[config.mk]
export PLATFORM = sky130hd
export DESIGN_NAME = sha256_msg_sched
export DESIGN_NICKNAME = d
export VERILOG_FILES = /design/src/rtl/sha256_msg_sched.sv
export SDC_FILE = /design/constraint.sdc
export NUM_CORES = 2
export LEC_CHECK = 0
export ABC_AREA = 0
export BUFFER_PORTS_ARGS = -buffer_cell sky130_fd_sc_hd__buf_2
export CORE_MARGIN = 4
export CORE_UTILIZATION = 37
export CTS_BUF_LIST = sky130_fd_sc_hd__clkbuf_16
export DETAILED_ROUTE_END_ITERATION = 7
export PLACE_DENSITY = 0.69
export REMOVE_ABC_BUFFERS = 1
export SYNTH_ARGS = -nofsm -noshare
export SYNTH_HDL_FRONTEND = slang
export SYNTH_SLANG_ARGS = --single-unit
[constraint.sdc]
create_clock -name clock -period 4.96 [get_ports clock]
set_clock_uncertainty 0.2 [all_clocks]
set_input_delay 0.248 -clock clock [delete_from_list [all_inputs] [get_ports clock]]
set_output_delay 0.248 -clock clock [all_outputs]
set_load 0.005 [all_outputs]
[src/rtl/sha256_msg_sched.sv]
// sha256_msg_sched
// ----------------
// Captures a 512-bit padded block from gen_padded and streams the 64 SHA-256
// schedule words W0..W63, one per accepted transfer, to the round engine.
// A 16-word sliding window holds W[t]..W[t+15]. Each transfer emits win[0],
// shifts the window and appends the next schedule word.
//
// Ports
//   clock       : single clock; all state changes on the rising edge
//   reset       : asynchronous active-low reset, clears every register
//   pad_rdy     : padded block valid, sampled only in IDLE
//   pad_reg     : padded block, [511:480] = M0 ... [31:0] = M15
//   w_ready     : consumer accepts the current word
//   w_valid     : w_data / w_idx carry a valid schedule word
//   w_data      : schedule word Wt
//   w_idx       : round index t (0..63)
//   sched_busy  : high while a block is in flight (RUN and DONE)
//   sched_done  : one-cycle pulse after W63 has been accepted
//   dbg_state   : current FSM state (0 IDLE, 1 RUN, 2 DONE)
//
// Handshake: a word transfers on a rising edge where w_valid=1 and w_ready=1.
// While w_valid=1 and w_ready=0, w_data and w_idx hold. w_ready feeds only
// next-state logic, so no output depends combinationally on it.
module sha256_msg_sched #(
  parameter int NUM_ROUNDS = 64,
  parameter int WORD_WIDTH = 32
) (
  input  logic                      clock,
  input  logic                      reset,
  input  logic                      pad_rdy,
  input  logic [16*WORD_WIDTH-1:0]  pad_reg,
  input  logic                      w_ready,
  output logic                      w_valid,
  output logic [WORD_WIDTH-1:0]     w_data,
  output logic [5:0]                w_idx,
  output logic                      sched_busy,
  output logic                      sched_done,
  output logic [1:0]                dbg_state
);

  typedef enum logic [1:0] {
    S_IDLE = 2'd0,
    S_RUN  = 2'd1,
    S_DONE = 2'd2
  } state_e;

  localparam logic [5:0] LAST_IDX = 6'(NUM_ROUNDS - 1);

  function automatic logic [WORD_WIDTH-1:0] rotr(input logic [WORD_WIDTH-1:0] x,
                                                 input int n);
    return (x >> n) | (x << (WORD_WIDTH - n));
  endfunction

  function automatic logic [WORD_WIDTH-1:0] sig0(input logic [WORD_WIDTH-1:0] x);
    return rotr(x, 7) ^ rotr(x, 18) ^ (x >> 3);
  endfunction

  function automatic logic [WORD_WIDTH-1:0] sig1(input logic [WORD_WIDTH-1:0] x);
    return rotr(x, 17) ^ rotr(x, 19) ^ (x >> 10);
  endfunction

  state_e                state_q, state_d;
  logic [WORD_WIDTH-1:0] win_q [16];
  logic [WORD_WIDTH-1:0] win_d [16];
  logic [5:0]            t_q, t_d;
  logic                  valid_q, valid_d;
  logic                  busy_q, busy_d;
  logic                  done_q, done_d;
  logic [WORD_WIDTH-1:0] next_word;

  // W[t+16] = s1(W[t+14]) + W[t+9] + s0(W[t+1]) + W[t], modulo 2^32.
  assign next_word = sig1(win_q[14]) + win_q[9] + sig0(win_q[1]) + win_q[0];

  always_ff @(posedge clock or negedge reset) begin
    if (!reset) begin
      state_q <= S_IDLE;
      t_q     <= '0;
      valid_q <= 1'b0;
      busy_q  <= 1'b0;
      done_q  <= 1'b0;
      for (int i = 0; i < 16; i++) begin
        win_q[i] <= '0;
      end
    end else begin
      state_q <= state_d;
      t_q     <= t_d;
      valid_q <= valid_d;
      busy_q  <= busy_d;
      done_q  <= done_d;
      for (int i = 0; i < 16; i++) begin
        win_q[i] <= win_d[i];
      end
    end
  end

  always_comb begin
    state_d = state_q;
    t_d     = t_q;
    valid_d = 1'b0;
    busy_d  = 1'b0;
    done_d  = 1'b0;
    for (int i = 0; i < 16; i++) begin
      win_d[i] = win_q[i];
    end

    unique case (state_q)
      S_IDLE: begin
        if (pad_rdy) begin
          for (int i = 0; i < 16; i++) begin
            win_d[i] = pad_reg[(15 - i) * WORD_WIDTH +: WORD_WIDTH];
          end
          t_d     = '0;
          state_d = S_RUN;
          valid_d = 1'b1;
          busy_d  = 1'b1;
        end
      end

      S_RUN: begin
        valid_d = 1'b1;
        busy_d  = 1'b1;
        if (w_ready) begin
          for (int i = 0; i < 15; i++) begin
            win_d[i] = win_q[i + 1];
          end
          win_d[15] = next_word;
          t_d       = t_q + 6'd1;
          if (t_q == LAST_IDX) begin
            // Final word accepted: drop valid, raise the done pulse.
            state_d = S_DONE;
            valid_d = 1'b0;
            done_d  = 1'b1;
          end
        end
      end

      S_DONE: begin
        state_d = S_IDLE;
      end

      default: begin
        state_d = S_IDLE;
      end
    endcase
  end

  assign w_valid    = valid_q;
  assign w_data     = win_q[0];
  assign w_idx      = t_q;
  assign sched_busy = busy_q;
  assign sched_done = done_q;
  assign dbg_state  = state_q;

endmodule
Word level (Yosys, flattened, before mapping)
Index checks and enable logic that the tools add are counted.
{ "word_totals": {"ff_bits": 523, "word_cells": 60, "output_inout_bits": 43, "input_bits": 516} }
{ "classes": {"muxes": 18, "add_sub_neg": 4, "n_eq_ne": 5, "reduce_logical": 4, "bitwise": 8} }
{ "op_table": {"columns": ["operator", "count"], "rows": [
  ["$mux 512", 2],
  ["$pmux 512 s2", 1],
  ["$add 32x32->32", 3],
  ["$xor 32x32->32", 2],
  ["$or 13x32->32", 1],
  ["$or 14x32->32", 1],
  ["$or 15x32->32", 1],
  ["$or 25x32->32", 1],
  ["$xor 32x22->32", 1],
  ["$xor 32x29->32", 1],
  ["$mux 6", 2],
  ["$pmux 6 s2", 1],
  ["$add 6x1->6 const B", 1],
  ["$eq 6x6->1 const B", 1],
  ["$mux 1", 6],
  ["$mux 2", 3],
  ["$ne 2x2->1 const B", 3],
  ["$reduce_and 3->1", 2],
  ["$pmux 1 s2", 2],
  ["$pmux 2 s2", 1],
  ["$eq 2x1->1 const B", 1],
  ["$logic_not 2->1", 1],
  ["$reduce_bool 2->1", 1]
]} }

Logic depth before layout (Yosys ltp)
{ "depth": {"ltp_word": 8, "ltp_mapped": 16, "ltp_nobuf": 15} }

Least setup slack after synthesis
No wires, ideal clock.
{ "synth_path": {"path_type": "register to register", "start": "reg win_q[50] (netlist name)", "end": "reg win_q[31] (netlist name)", "path_buffers": 1, "synth_period_minus_slack_ns": 4.317, "setup_ns": 0.130, "path_stages_with_launch": 17, "arrival_time_ns": 3.987, "t_required_ns": 4.630, "setup_slack_ns": 0.643, "cell_sequence": "dfrtp_1 clkbuf_1 xor2_1 xnor2_1 fa_1 inv_1 fa_1 ha_1 fa_1 a21o_1 a221oi_2 o21bai_2 a221oi_4 a31oi_4 a41oi_2 xnor2_1 o21ai_1"} }
{ "synth_between": {"elab_chain_len": 8, "elab_cells_between_ends": 9, "cone_classes": "add/sub: 3; mux: 2; bitwise: 4"} }
{ "synth_lines": {"columns": ["item", "line_no", "source"], "rows": [
  ["from (decl)", "63", "logic [WORD_WIDTH-1:0] win_q [16];"],
  ["from (signal, indexed assignment)", "91", "win_q[i] <= win_d[i];"],
  ["$or 15x32->32 / $or 13x32->32 (equally long branches)", "51", "return (x >> n) | (x << (WORD_WIDTH - n));"],
  ["$xor 32x32->32", "59", "return rotr(x, 17) ^ rotr(x, 19) ^ (x >> 10);"],
  ["$xor 32x22->32 (*)", "59", null],
  ["$add 32x32->32 (*) (3 in series)", "72", "assign next_word = sig1(win_q[14]) + win_q[9] + sig0(win_q[1]) + win_q[0];"],
  ["$mux 512 (*)", "122", "if (w_ready) begin"],
  ["$pmux 512 s2 (*)", "106", "unique case (state_q)"]
]} }
Mark *: on every way between the ends. The rest lies on a longest branch, timed or not. The select of a mux whose other input is x is not followed.
A chain may end at the register's enable or synchronous reset.

Worst setup path after layout
{ "layout_path": {"start": "reg win_q[50] (netlist name)", "end": "reg win_q[29] (netlist name)"} }
{ "layout_between": {"elab_chain_len": 8} }
{ "layout_lines": {"columns": ["item", "line_no"], "rows": [
  ["$or 15x32->32", "51"],
  ["$xor 32x32->32", "59"],
  ["$xor 32x22->32 (*)", "59"],
  ["$add 32x32->32 (*) (3 in series)", "72"],
  ["$mux 512 (*)", "122"],
  ["$pmux 512 s2 (*)", "106"]
]} }
Marks and branches as above.

==> impl_metrics.sql <==
INSERT INTO impl_metrics (metric_group, metric, value, unit) VALUES
('routing', 'drc', '0', ''),
('placed_design', 'placement.setup.worst_slack', '0.256', 'ns'),
('routing', 'routed_length_on_met1', '41.6', 'mm'),
('cts', 'cts.sinks', '523', ''),
('synth', 'synthFlopType', 'sky130_fd_sc_hd__dfrtp_1', ''),
('routing', 'met3WireLength', '7.05', 'mm'),
('critical_path', 'criticalPathCategory', 'reg2reg', ''),
('power_and_ir_drop', 'internal_power', '14.3', 'mW'),
('routing', 'drtIter0Drc', '2536', ''),
('power_and_ir_drop', 'pwr-share-clk', '18.6', '%'),
('power_and_ir_drop', 'ir_drop', '0.689', 'mV'),
('power_and_ir_drop', 'cellLeakagePower', '15.5', 'nW'),
('timing', 'min_period', '4.75', 'ns'),
('critical_path', 'critical_path_buf_inv_count', '1', ''),
('routing', 'wl_per_cell', '22.1', 'um'),
('power_and_ir_drop', 'sw_frac_of_total', '44.3', '%'),
('routing', 'detailroute.wirelength.met2', '49.6', 'mm'),
('cts', 'cts_tree', 'yes', ''),
('timing', 'finalHoldViolCount', '0', ''),
('critical_path', 'worst_r2r_path_depth', '15', ''),
('timing', 'final.period_utilization', '95.8', '%'),
('cts', 'cts_hold_buffers', '515', ''),
('final_layout', 'fill_count', '5839', ''),
('cts', 'tritoncts.num_buffers', '58', ''),
('timing', 'grt_setup_unrepaired', 'no', ''),
('cts', 'clkSlewWorstSetupHoldPaths', '0.07', 'ns'),
('synth', 'synth_mux_area_share', '0.0832', '%'),
('critical_path', 'r2r_end', 'win_q[29]$_DFFE_PN0P_', ''),
('critical_path', 'cp.depth', '15', ''),
('critical_path', 'data_arrival_at_the_endpoint_of_the_critical_path', '5.05', 'ns'),
('timing', 'post-route-worst-setup-slack', '0.209', 'ns'),
('synth', 'postSynthAreaPerCell', '9.20', 'um2'),
('critical_path', 'worstPathCellList', 'xor2_1, xnor2_1, fa_1, inv_1, fa_1, ha_1, fa_1, a21o_1, a221oi_2, o21bai_2, a31oi_2, o311ai_2, a41oi_1, xor2_1, o21ai_1', ''),
('critical_path', 'worstSetupEndpoint', 'win_q[29]$_DFFE_PN0P_', ''),
('power_and_ir_drop', 'power.density', '707', 'nW/um2'),
('critical_path', 'worst_path_dominant_cell_family', 'compound AO/OA/AOI/OAI gates', ''),
('routing', 'num_vias', '25400', ''),
('global_route', 'grt_usage', '27.3', '%'),
('critical_path', 'critPathRequiredTime', '5.25', 'ns'),
('routing', 'route.antenna.remaining_nets', '0', ''),
('global_route', 'grt_overflow_total', '0', ''),
('cts', 'root_buffer_cell', 'sky130_fd_sc_hd__clkbuf_16', ''),
('synth', 'yosys.area_share.adder', '6.42', '%'),
('routing', 'firstDrtPassIters', '5', ''),
('floorplanning', 'io_pins', '559', ''),
('status', 'status', 'finished clean', ''),
('synth', 'synth_simple_gate_area_share', '14.0', '%'),
('floorplanning', 'die_width', '271', 'um'),
('placed_design', 'dp_hpwl', '68.0', 'mm'),
('run', 'max_cap_viol_count', '0', ''),
('critical_path', 'maximum_fanout_along_the_worst_path', '3', ''),
('floorplanning', 'initial_core_util', '37.3', '%'),
('critical_path', 'critical_path.most_common_cell', 'sky130_fd_sc_hd__fa_1', ''),
('timing', 'max_freq', '0.211', 'GHz'),
('cts', 'worst_skew_pair.late_latency', '0.63', 'ns'),
('final_layout', 'finalNetCount', '4304', ''),
('power_and_ir_drop', 'seqPwrFrac', '24.4', '%'),
('global_route', 'grt_start_max_net_pins', '151', ''),
('timing', 'setup_viol', '0', ''),
('global_route', 'number_of_global_route_vias_before_repair', '25900', ''),
('final_layout', 'drive_gt1_share', '19.0', '%'),
('synth', 'synthXorXnorAreaFrac', '5.14', '%'),
('synth', 'number_of_standard_cells_after_synthesis', '2780', ''),
('placed_design', 'io_buffers', '558', ''),
('routing', 'top_layer_used', 'met5', ''),
('cts', 'cts-root-to-sink-buffers', '3', ''),
('floorplanning', 'core_area', '68600', 'um2'),
('critical_path', 'cp_slowest_cell', 'sky130_fd_sc_hd__fa_1', ''),
('timing', 'slew_headroom', '43.2', '%'),
('critical_path', 'cp-startpoint', 'win_q[50]$_DFFE_PN0P_', ''),
('synth', 'synth_compound_gate_area_share', '17.1', '%');
==> cells by family after synthesis <==
family	count (synthesis)
XOR/XNOR	150
adder cells (fa/ha/maj)	94
multiplexers	2
AO/OA/AOI/OAI	695
AND/OR/NAND/NOR	930
flip-flops	523
buffers and inverters	386
==> layout make-up <==
class                           instances  area [um2]  share of cell area (%)
Antenna cell                           35        87.6                   0.241
Clock inverter                         49         574                    1.58
Sequential cell                       523       13100                    36.1
Tap cell                              931        1160                    3.21
Clock buffer                           59        1480                    4.07
Inverter                              123         462                    1.27
Multi-Input combinational cell       1871       11000                    30.2
Timing Repair Buffer                 1117        8480                    23.4
==> state kept, by name, indices dropped and copies added (netlist names) <==
signal and flops:
win_q 480, w_idx 6, sched_busy 1, sched_done 1, w_valid 1, dbg_state 2
w_data 32
==> power by group through the flow <==
stage                     Clock [mW]  Sequential (mW)  Combinational [mW]
after floorplan                    0             5.99                10.3
after global placement             0             6.23                14.1
after detailed placement           0             6.27                14.1
after CTS                       4.83             6.21                14.6
after global routing            5.02             6.34                16.2
final                           4.76             6.26                14.6
==> stage by stage <==
| step | area (um2) | cells | total power, mW | TNS, ns | util [%] |
|---|---|---|---|---|---|
| final | 36300 | 4708 | 25.6 | 0 | 52.9 |
| after global routing | 36300 | 4700 | 27.5 | 0 | 52.9 |
| after CTS | 36200 | 4673 | 25.6 | 0 | 52.8 |
| after detailed placement | 29000 | 4050 | 20.4 | 0 | 42.3 |
| after global placement | 29000 | 4050 | 20.3 | 0 | 42.3 |
| after floorplan | 24500 | 2517 | 16.3 | -4904.76 | - |
==> placed cells by master (no fill, tap or decap), types with 10 or more instances in the layout <==
cell type	instances
sky130_fd_sc_hd__a22oi_1	26
sky130_fd_sc_hd__nand2_1	27
sky130_fd_sc_hd__dfrtp_1	523
sky130_fd_sc_hd__buf_4	29
sky130_fd_sc_hd__clkinv_2	11
sky130_fd_sc_hd__o21ai_0	41
sky130_fd_sc_hd__buf_12	15
sky130_fd_sc_hd__inv_1	131
sky130_fd_sc_hd__diode_2	35
sky130_fd_sc_hd__o22ai_1	483
sky130_fd_sc_hd__buf_2	557
sky130_fd_sc_hd__a21o_1	10
sky130_fd_sc_hd__ha_1	32
sky130_fd_sc_hd__a21oi_1	88
sky130_fd_sc_hd__clkbuf_16	59
sky130_fd_sc_hd__xor2_1	60
sky130_fd_sc_hd__dlygate4sd3_1	515
sky130_fd_sc_hd__fa_1	62
sky130_fd_sc_hd__bufinv_16	13
sky130_fd_sc_hd__nor2_1	870
sky130_fd_sc_hd__xnor2_1	90
==> cell usage after synthesis (all sizes together) (4+ instances only) <==
cell type | n | area [um2]
o31a | 5 | 43.8
a21o | 11 | 82.6
fa | 62 | 1240
nand2b | 4 | 25.0
clkbuf | 206 | 773
buf | 57 | 334
inv | 123 | 462
nand2 | 27 | 101
o21ai | 44 | 220
nand4 | 7 | 43.8
nor2 | 871 | 3270
a21oi | 89 | 445
dfrtp | 523 | 13100
xnor2 | 90 | 788
o22ai | 483 | 3020
o21a | 4 | 30.0
and3 | 5 | 31.3
a22oi | 26 | 195
o21bai | 5 | 41.3
ha | 32 | 400
xor2 | 60 | 526
==> worst register-to-register path, stage by stage, from the launching register on <==
cell and delay (ns):
sky130_fd_sc_hd__dfrtp_1 0.39, sky130_fd_sc_hd__xor2_1 0.17, sky130_fd_sc_hd__xnor2_1 0.24, sky130_fd_sc_hd__fa_1 0.46, sky130_fd_sc_hd__inv_1 0.08, sky130_fd_sc_hd__fa_1 0.41, sky130_fd_sc_hd__ha_1 0.23, sky130_fd_sc_hd__fa_1 0.47
sky130_fd_sc_hd__a21o_1 0.23, sky130_fd_sc_hd__a221oi_2 0.43, sky130_fd_sc_hd__o21bai_2 0.22, sky130_fd_sc_hd__a31oi_2 0.39, sky130_fd_sc_hd__o311ai_2 0.18, sky130_fd_sc_hd__a41oi_1 0.29, sky130_fd_sc_hd__xor2_1 0.16, sky130_fd_sc_hd__o21ai_1 0.07
==> layer usage <==
metal  global-route usage (%)  up-vias
li1                         -    11300
met2                     45.1     1222
met5                        0        -
met3                     4.52      327
met4                     13.0        6
met1                     35.1    12500
==> worst min path at each step <==
stage	cells past startpoint	end	slack, ns
after detailed placement	1	win_q[295]$_DFFE_PN0P_	0.18
after global routing	2	win_q[295]$_DFFE_PN0P_	0.15
after CTS	2	win_q[295]$_DFFE_PN0P_	0.09
after floorplan	0	dbg_state[0]$_DFFE_PN0P_	-0.25
after global placement	1	win_q[327]$_DFFE_PN0P_	0.18
final	2	win_q[295]$_DFFE_PN0P_	0.10
(Power assumes the default switching activity.)
